<file path="src/rtl/ticket_dispenser.sv">
// Ticket/coin dispenser: turns a completed sale or a refund into ticket and
// coin requests with req/ack handshakes and per-request timeout supervision.
//
// state      | meaning
// IDLE       | waiting for a sale or refund edge
// RWAIT      | one cycle for upstream to present the refund amount
// TKT_REQ    | ticket request high, waiting for ticketAck
// TKT_GAP    | one idle cycle between ticket and next request
// COIN_REQ   | large or small coin request high, waiting for coinAck
// COIN_GAP   | one idle cycle between coin and next request
// DONE       | done pulse, then back to IDLE
// FAULT      | ack timeout; held until reset
module ticket_dispenser #(
    parameter int ACK_TIMEOUT = 255,
    parameter int COIN_HI     = 5
) (
    input  logic       clk,
    input  logic       rst,
    input  logic       ticketFinish,
    input  logic       refundReq,
    input  logic [1:0] ticketCount,
    input  logic [7:0] moneyReturn,
    input  logic       ticketAck,
    input  logic       coinAck,
    output logic       ticketReq,
    output logic       coinHiReq,
    output logic       coinLoReq,
    output logic       busy,
    output logic       done,
    output logic       fault,
    output logic [1:0] ticketsIssued,
    output logic [7:0] changeLeft
);

    typedef enum logic [2:0] {
        S_IDLE, S_RWAIT, S_TKT_REQ, S_TKT_GAP,
        S_COIN_REQ, S_COIN_GAP, S_DONE, S_FAULT
    } state_t;

    localparam logic [7:0] C_HI       = 8'(COIN_HI);
    localparam logic [7:0] C_TMO_LAST = 8'(ACK_TIMEOUT - 1);

    state_t     r_state;
    logic       r_tf_q, r_rr_q;
    logic [1:0] r_tkt_left;
    logic [1:0] r_issued;
    logic [7:0] r_change;
    logic [7:0] r_tmo_cnt;
    logic       r_sel_hi;
    logic       r_ticket_req, r_hi_req, r_lo_req;
    logic       r_busy, r_done, r_fault;

    logic       w_sale_start, w_refund_start;
    logic       w_mr_hi, w_cl_hi;
    logic [7:0] w_coin_val;

    // A simultaneous refund edge is dropped in favour of the sale.
    assign w_sale_start   = ticketFinish & ~r_tf_q;
    assign w_refund_start = refundReq & ~r_rr_q & ~w_sale_start;
    assign w_mr_hi        = (moneyReturn >= C_HI);
    assign w_cl_hi        = (r_change >= C_HI);
    assign w_coin_val     = r_sel_hi ? C_HI : 8'd1;

    always_ff @(posedge clk or negedge rst) begin
        if (!rst) begin
            r_state      <= S_IDLE;
            r_tf_q       <= 1'b0;
            r_rr_q       <= 1'b0;
            r_tkt_left   <= 2'd0;
            r_issued     <= 2'd0;
            r_change     <= 8'd0;
            r_tmo_cnt    <= 8'd0;
            r_sel_hi     <= 1'b0;
            r_ticket_req <= 1'b0;
            r_hi_req     <= 1'b0;
            r_lo_req     <= 1'b0;
            r_busy       <= 1'b0;
            r_done       <= 1'b0;
            r_fault      <= 1'b0;
        end else begin
            r_tf_q <= ticketFinish;
            r_rr_q <= refundReq;
            r_done <= 1'b0;
            case (r_state)
                S_IDLE: begin
                    if (w_sale_start) begin
                        r_tkt_left <= ticketCount;
                        r_change   <= moneyReturn;
                        r_issued   <= 2'd0;
                        r_busy     <= 1'b1;
                        if (ticketCount != 2'd0) begin
                            r_state      <= S_TKT_REQ;
                            r_ticket_req <= 1'b1;
                            r_tmo_cnt    <= 8'd0;
                        end else if (moneyReturn != 8'd0) begin
                            r_state   <= S_COIN_REQ;
                            r_sel_hi  <= w_mr_hi;
                            r_hi_req  <= w_mr_hi;
                            r_lo_req  <= ~w_mr_hi;
                            r_tmo_cnt <= 8'd0;
                        end else begin
                            r_state <= S_DONE;
                            r_done  <= 1'b1;
                        end
                    end else if (w_refund_start) begin
                        r_state <= S_RWAIT;
                        r_busy  <= 1'b1;
                    end
                end
                S_RWAIT: begin
                    r_change   <= moneyReturn;
                    r_tkt_left <= 2'd0;
                    r_issued   <= 2'd0;
                    if (moneyReturn != 8'd0) begin
                        r_state   <= S_COIN_REQ;
                        r_sel_hi  <= w_mr_hi;
                        r_hi_req  <= w_mr_hi;
                        r_lo_req  <= ~w_mr_hi;
                        r_tmo_cnt <= 8'd0;
                    end else begin
                        r_state <= S_DONE;
                        r_done  <= 1'b1;
                    end
                end
                S_TKT_REQ: begin
                    if (ticketAck) begin
                        r_ticket_req <= 1'b0;
                        r_tkt_left   <= r_tkt_left - 2'd1;
                        r_issued     <= r_issued + 2'd1;
                        r_state      <= S_TKT_GAP;
                    end else if (r_tmo_cnt == C_TMO_LAST) begin
                        r_ticket_req <= 1'b0;
                        r_fault      <= 1'b1;
                        r_state      <= S_FAULT;
                    end else begin
                        r_tmo_cnt <= r_tmo_cnt + 8'd1;
                    end
                end
                S_TKT_GAP: begin
                    if (r_tkt_left != 2'd0) begin
                        r_state      <= S_TKT_REQ;
                        r_ticket_req <= 1'b1;
                        r_tmo_cnt    <= 8'd0;
                    end else if (r_change != 8'd0) begin
                        r_state   <= S_COIN_REQ;
                        r_sel_hi  <= w_cl_hi;
                        r_hi_req  <= w_cl_hi;
                        r_lo_req  <= ~w_cl_hi;
                        r_tmo_cnt <= 8'd0;
                    end else begin
                        r_state <= S_DONE;
                        r_done  <= 1'b1;
                    end
                end
                S_COIN_REQ: begin
                    // Coin choice was fixed on entry, so this never underflows.
                    if (coinAck) begin
                        r_hi_req <= 1'b0;
                        r_lo_req <= 1'b0;
                        r_change <= r_change - w_coin_val;
                        r_state  <= S_COIN_GAP;
                    end else if (r_tmo_cnt == C_TMO_LAST) begin
                        r_hi_req <= 1'b0;
                        r_lo_req <= 1'b0;
                        r_fault  <= 1'b1;
                        r_state  <= S_FAULT;
                    end else begin
                        r_tmo_cnt <= r_tmo_cnt + 8'd1;
                    end
                end
                S_COIN_GAP: begin
                    if (r_change != 8'd0) begin
                        r_state   <= S_COIN_REQ;
                        r_sel_hi  <= w_cl_hi;
                        r_hi_req  <= w_cl_hi;
                        r_lo_req  <= ~w_cl_hi;
                        r_tmo_cnt <= 8'd0;
                    end else begin
                        r_state <= S_DONE;
                        r_done  <= 1'b1;
                    end
                end
                S_DONE: begin
                    r_busy  <= 1'b0;
                    r_state <= S_IDLE;
                end
                S_FAULT: begin
                    r_state <= S_FAULT;
                end
                default: begin
                    r_state <= S_IDLE;
                end
            endcase
        end
    end

    assign ticketReq     = r_ticket_req;
    assign coinHiReq     = r_hi_req;
    assign coinLoReq     = r_lo_req;
    assign busy          = r_busy;
    assign done          = r_done;
    assign fault         = r_fault;
    assign ticketsIssued = r_issued;
    assign changeLeft    = r_change;

endmodule
</file>
<file path="config.mk">
export PLATFORM = sky130hd
export DESIGN_NAME = ticket_dispenser
export DESIGN_NICKNAME = d
export VERILOG_FILES = /design/src/rtl/ticket_dispenser.sv
export SDC_FILE = /design/constraint.sdc
export NUM_CORES = 1
export LEC_CHECK = 0
export CAP_MARGIN = 20
export CORE_MARGIN = 4
export CORE_UTILIZATION = 49
export CTS_CLUSTER_SIZE = 20
export DETAILED_ROUTE_END_ITERATION = 12
export PLACE_DENSITY_LB_ADDON = 0.12
export SETUP_SLACK_MARGIN = 0.02
export SYNTH_ARGS = -nofsm -noshare
export SYNTH_HDL_FRONTEND = slang
export SYNTH_SLANG_ARGS = --single-unit
</file>
<file path="constraint.sdc">
create_clock -name clk -period 1.86 [get_ports clk]
set_input_delay 0.372 -clock clk [delete_from_list [all_inputs] [get_ports clk]]
set_output_delay 0.372 -clock clk [all_outputs]
set_load 0.005 [all_outputs]
</file>
==> flow_summary.toml <==
[route]
drc = 0
drt_first_iter_violations = 172
routed_wirelength_um = 6020
ant_nets = 0
vias_per_cell = 5.80
wire_per_inst_um = 15.5
first_pass_iters = 4
num_vias = 2251

[cells_and_area]
num_antenna_cells = 0
stdcell_area_sq_um = 3160
syn_to_final_growth_pct = 47.2
drive_gt1_share_pct = 30.5
nFillCells = 301
final_net_count = 359

[status]
status = "finished with violations"
violations = "negative setup slack"

[sta]
timing.setup.tns_ns = -0.214
skew_ns = 0.00405
report.final.slew_viol_count = 0
fin_crit_ns = 1.92
timing.final.crit_share_pct = 103
hold_viol = 0
finalSetupViolations = 7
slew-limit-headroom_pct = 68.8
rsz0062_at_grt = "yes"
fin_ws_ns = -0.0620
worstMarginPinSlew_ns = 0.465
max_freq_mhz = 520

[synthesis]
synth_nets = 276
yosysSeqAreaShare_pct = 37.3
ys_warn_count = 0
synth_mux_area_share_pct = 0.991
synth_cell_types = 55
ys_ff_latch = 32
synth_cells = 254
synth_edf_count = 0
synth_compound_area_share_pct = 28.8
async_flop_share_pct = 100
synth_top_area_cell = "dfrtp_1"
synthAdderAreaFrac_pct = 3.50
yosys.area_share.simple_pct = 24.7
mappedNetlistArea_sq_um = 2150
avgSynthCellArea_sq_um = 8.45
yosys.area_share.xor_xnor_pct = 0.408
yosys_most_used_dff = "dfrtp_1"
yosysTopAreaCellShare_pct = 37.3
synth_area_leaders = "dfrtp_1, o21ai_0, nor2_1, nand2_1, a21oi_1"
synth_top_family_by_area = "compound AO/OA/AOI/OAI gates"

[cts]
ctsHoldBuffers = 0
cts_buffers = 5
cts_tree = "built"
clk_path_buf_depth = 2
clkSinkCount = 32
insertion_delay_ns = 0.29
cts-htree-levels = 2
cts.clk_slew.worst_paths_ns = 0.07
cts_root_buffer = "clkbuf_8"

[global_routing]
first_global_vias = 2100
grt_pass1_wl_um = 9730
antenna_found_initial = 0
grt-ovfl-total = 0
track_usage_pct = 23.2
grt_max_degree = 33

[power_and_ir_drop]
p_leak_uw = 0.00140
max-vdd-ir-drop_uv = 621
p_per_area_nw_per_um2 = 1030

[worst_setup_path]
path_max_fanout = 8
worstSetupPathType = "flop to flop"
required_ns = 2.09
end_kind = "flop"
start_kind = "flop"
worstPathArrival_ns = 2.15

[placement]
gp_congestion = 0.927
dpl_cell_area_sq_um = 2890
io_buffers = 31
dpl.hpwl_um = 4380

[die]
die_width_um = 74.2
ios = 32
die_area_sq_um = 5500
die_h_um = 74.2
core_sq_um = 4120
initial_core_util_pct = 52.1
rows = 23

[flow_run]
max_cap_violations = 0

[worst_hold_path]
hold_path.class = "flop to flop"
-- layout make-up --
type / count / area [sq um] / area share (%)
Multi-Input combinational cell: 199 / 1400 / 44.3
Clock buffer: 6 / 72.6 / 2.30
Inverter: 11 / 41.3 / 1.31
Tap cell: 50 / 62.6 / 1.98
Clock inverter: 2 / 35.0 / 1.11
Sequential cell: 32 / 805 / 25.5
Timing Repair Buffer: 88 / 744 / 23.6
-- metal layers --
metal  wire, um  up-vias  GRT usage [%]
li1           -     1107              -
met3        315        9           4.59
met5          0        -              0
met2       2980       60           39.2
met1       2650     1075           30.2
met4         74        0           6.64
-- logic make-up after synthesis --
group | after synthesis
AOI/OAI and AO/OA | 89
xor gates and xnor gates | 1
adders and majority gates | 6
buffers and inverters | 23
DFF | 32
muxes | 2
and+or+nand+nor | 101
-- synth_stat cells, drive strengths merged (4+ instances only) --
master / instances
dfrtp: 32
o21ai: 28
nor2: 25
nand2: 21
a21oi: 15
inv: 11
nand3: 9
a21o: 7
clkbuf: 7
nand2b: 7
nor3: 7
ha: 6
buf: 5
nor2b: 5
a22o: 4
a31oi: 4
and2: 4
nand4: 4
or4: 4
-- path summary, 6_finish.rpt --
kind	slack [ns]	endpoint	startpoint	depth (start not counted)
worst min-delay path	0.46	fault	fault	1
max in group asynchronous	1.05	r_state[2]	rst	2
worst min register to register	0.46	fault	fault	1
min in group asynchronous	0.49	changeLeft[3]	rst	2
worst max register to register	-0.06	r_tmo_cnt[7]	r_state[1]	7
worst max-delay path	-0.06	r_tmo_cnt[7]	r_state[1]	7
-- registers in the layout, summed over array words and instances (netlist names) --
register	count
busy	1
ticketsIssued	2
coinHiReq	1
r_tf_q	1
fault	1
r_rr_q	1
done	1
r_sel_hi	1
r_tmo_cnt	8
r_tkt_left	2
ticketReq	1
coinLoReq	1
changeLeft	8
r_state	3
-- stage by stage --
step / util, % / hold slack (ns) / setup WS [ns] / power, uW / std cells
4_1_cts: 73.5 / 0.470 / -0.103 / 3180 / 386
5_1_grt: 76.8 / 0.504 / -0.120 / 3510 / 388
3_3_place_gp: 70.2 / 0.449 / -0.421 / 2450 / 378
2_1_floorplan: - / 0.0764 / 0.00614 / 1740 / 254
6_report: 76.8 / 0.464 / -0.0620 / 3250 / 388
3_5_place_dp: 70.2 / 0.451 / -0.460 / 2490 / 378
-- cell usage in the layout, fill, tap and decap left out, drive strengths merged, types with 3 or more instances in the layout --
| master | count |
|---|---|
| inv | 11 |
| and3 | 3 |
| nor4b | 3 |
| clkbuf | 6 |
| clkdlybuf4s50 | 30 |
| buf | 57 |
| nor3 | 7 |
| or2 | 3 |
| o22ai | 3 |
| nor2b | 5 |
| dfrtp | 32 |
| a31oi | 4 |
| nor2 | 25 |
| nand3 | 9 |
| nand4 | 4 |
| or4 | 4 |
| nand2 | 21 |
| nand2b | 7 |
| a21o | 7 |
| and2 | 4 |
| o21ai | 28 |
| a22o | 4 |
| o21a | 3 |
| ha | 6 |
| a21oi | 15 |
-- where the power goes --
part           internal [uW]  switching, uW  total [uW]
Sequential               885            131        1020
Clock                    397            259         656
Combinational            824            758        1580
Total                   2110           1150        3250
-- critical path: stages, from the launching register on --
cell	delay, ns
dfrtp_2	0.48
buf_4	0.16
buf_4	0.14
nor2b_4	0.11
a21oi_1	0.06
or4_4	0.55
o211ai_4	0.16
a221o_1	0.20
-- timing repair --
| item | in CTS | in global routing |
|---|---|---|
| pin swaps | 6 | 13 |
| gates resized for setup | 7 | 30 |
| setup buffers | 0 | 2 |
| setup endpoints to repair | 11 | 16 |
Note: power is estimated with default switching activity, not from simulation.
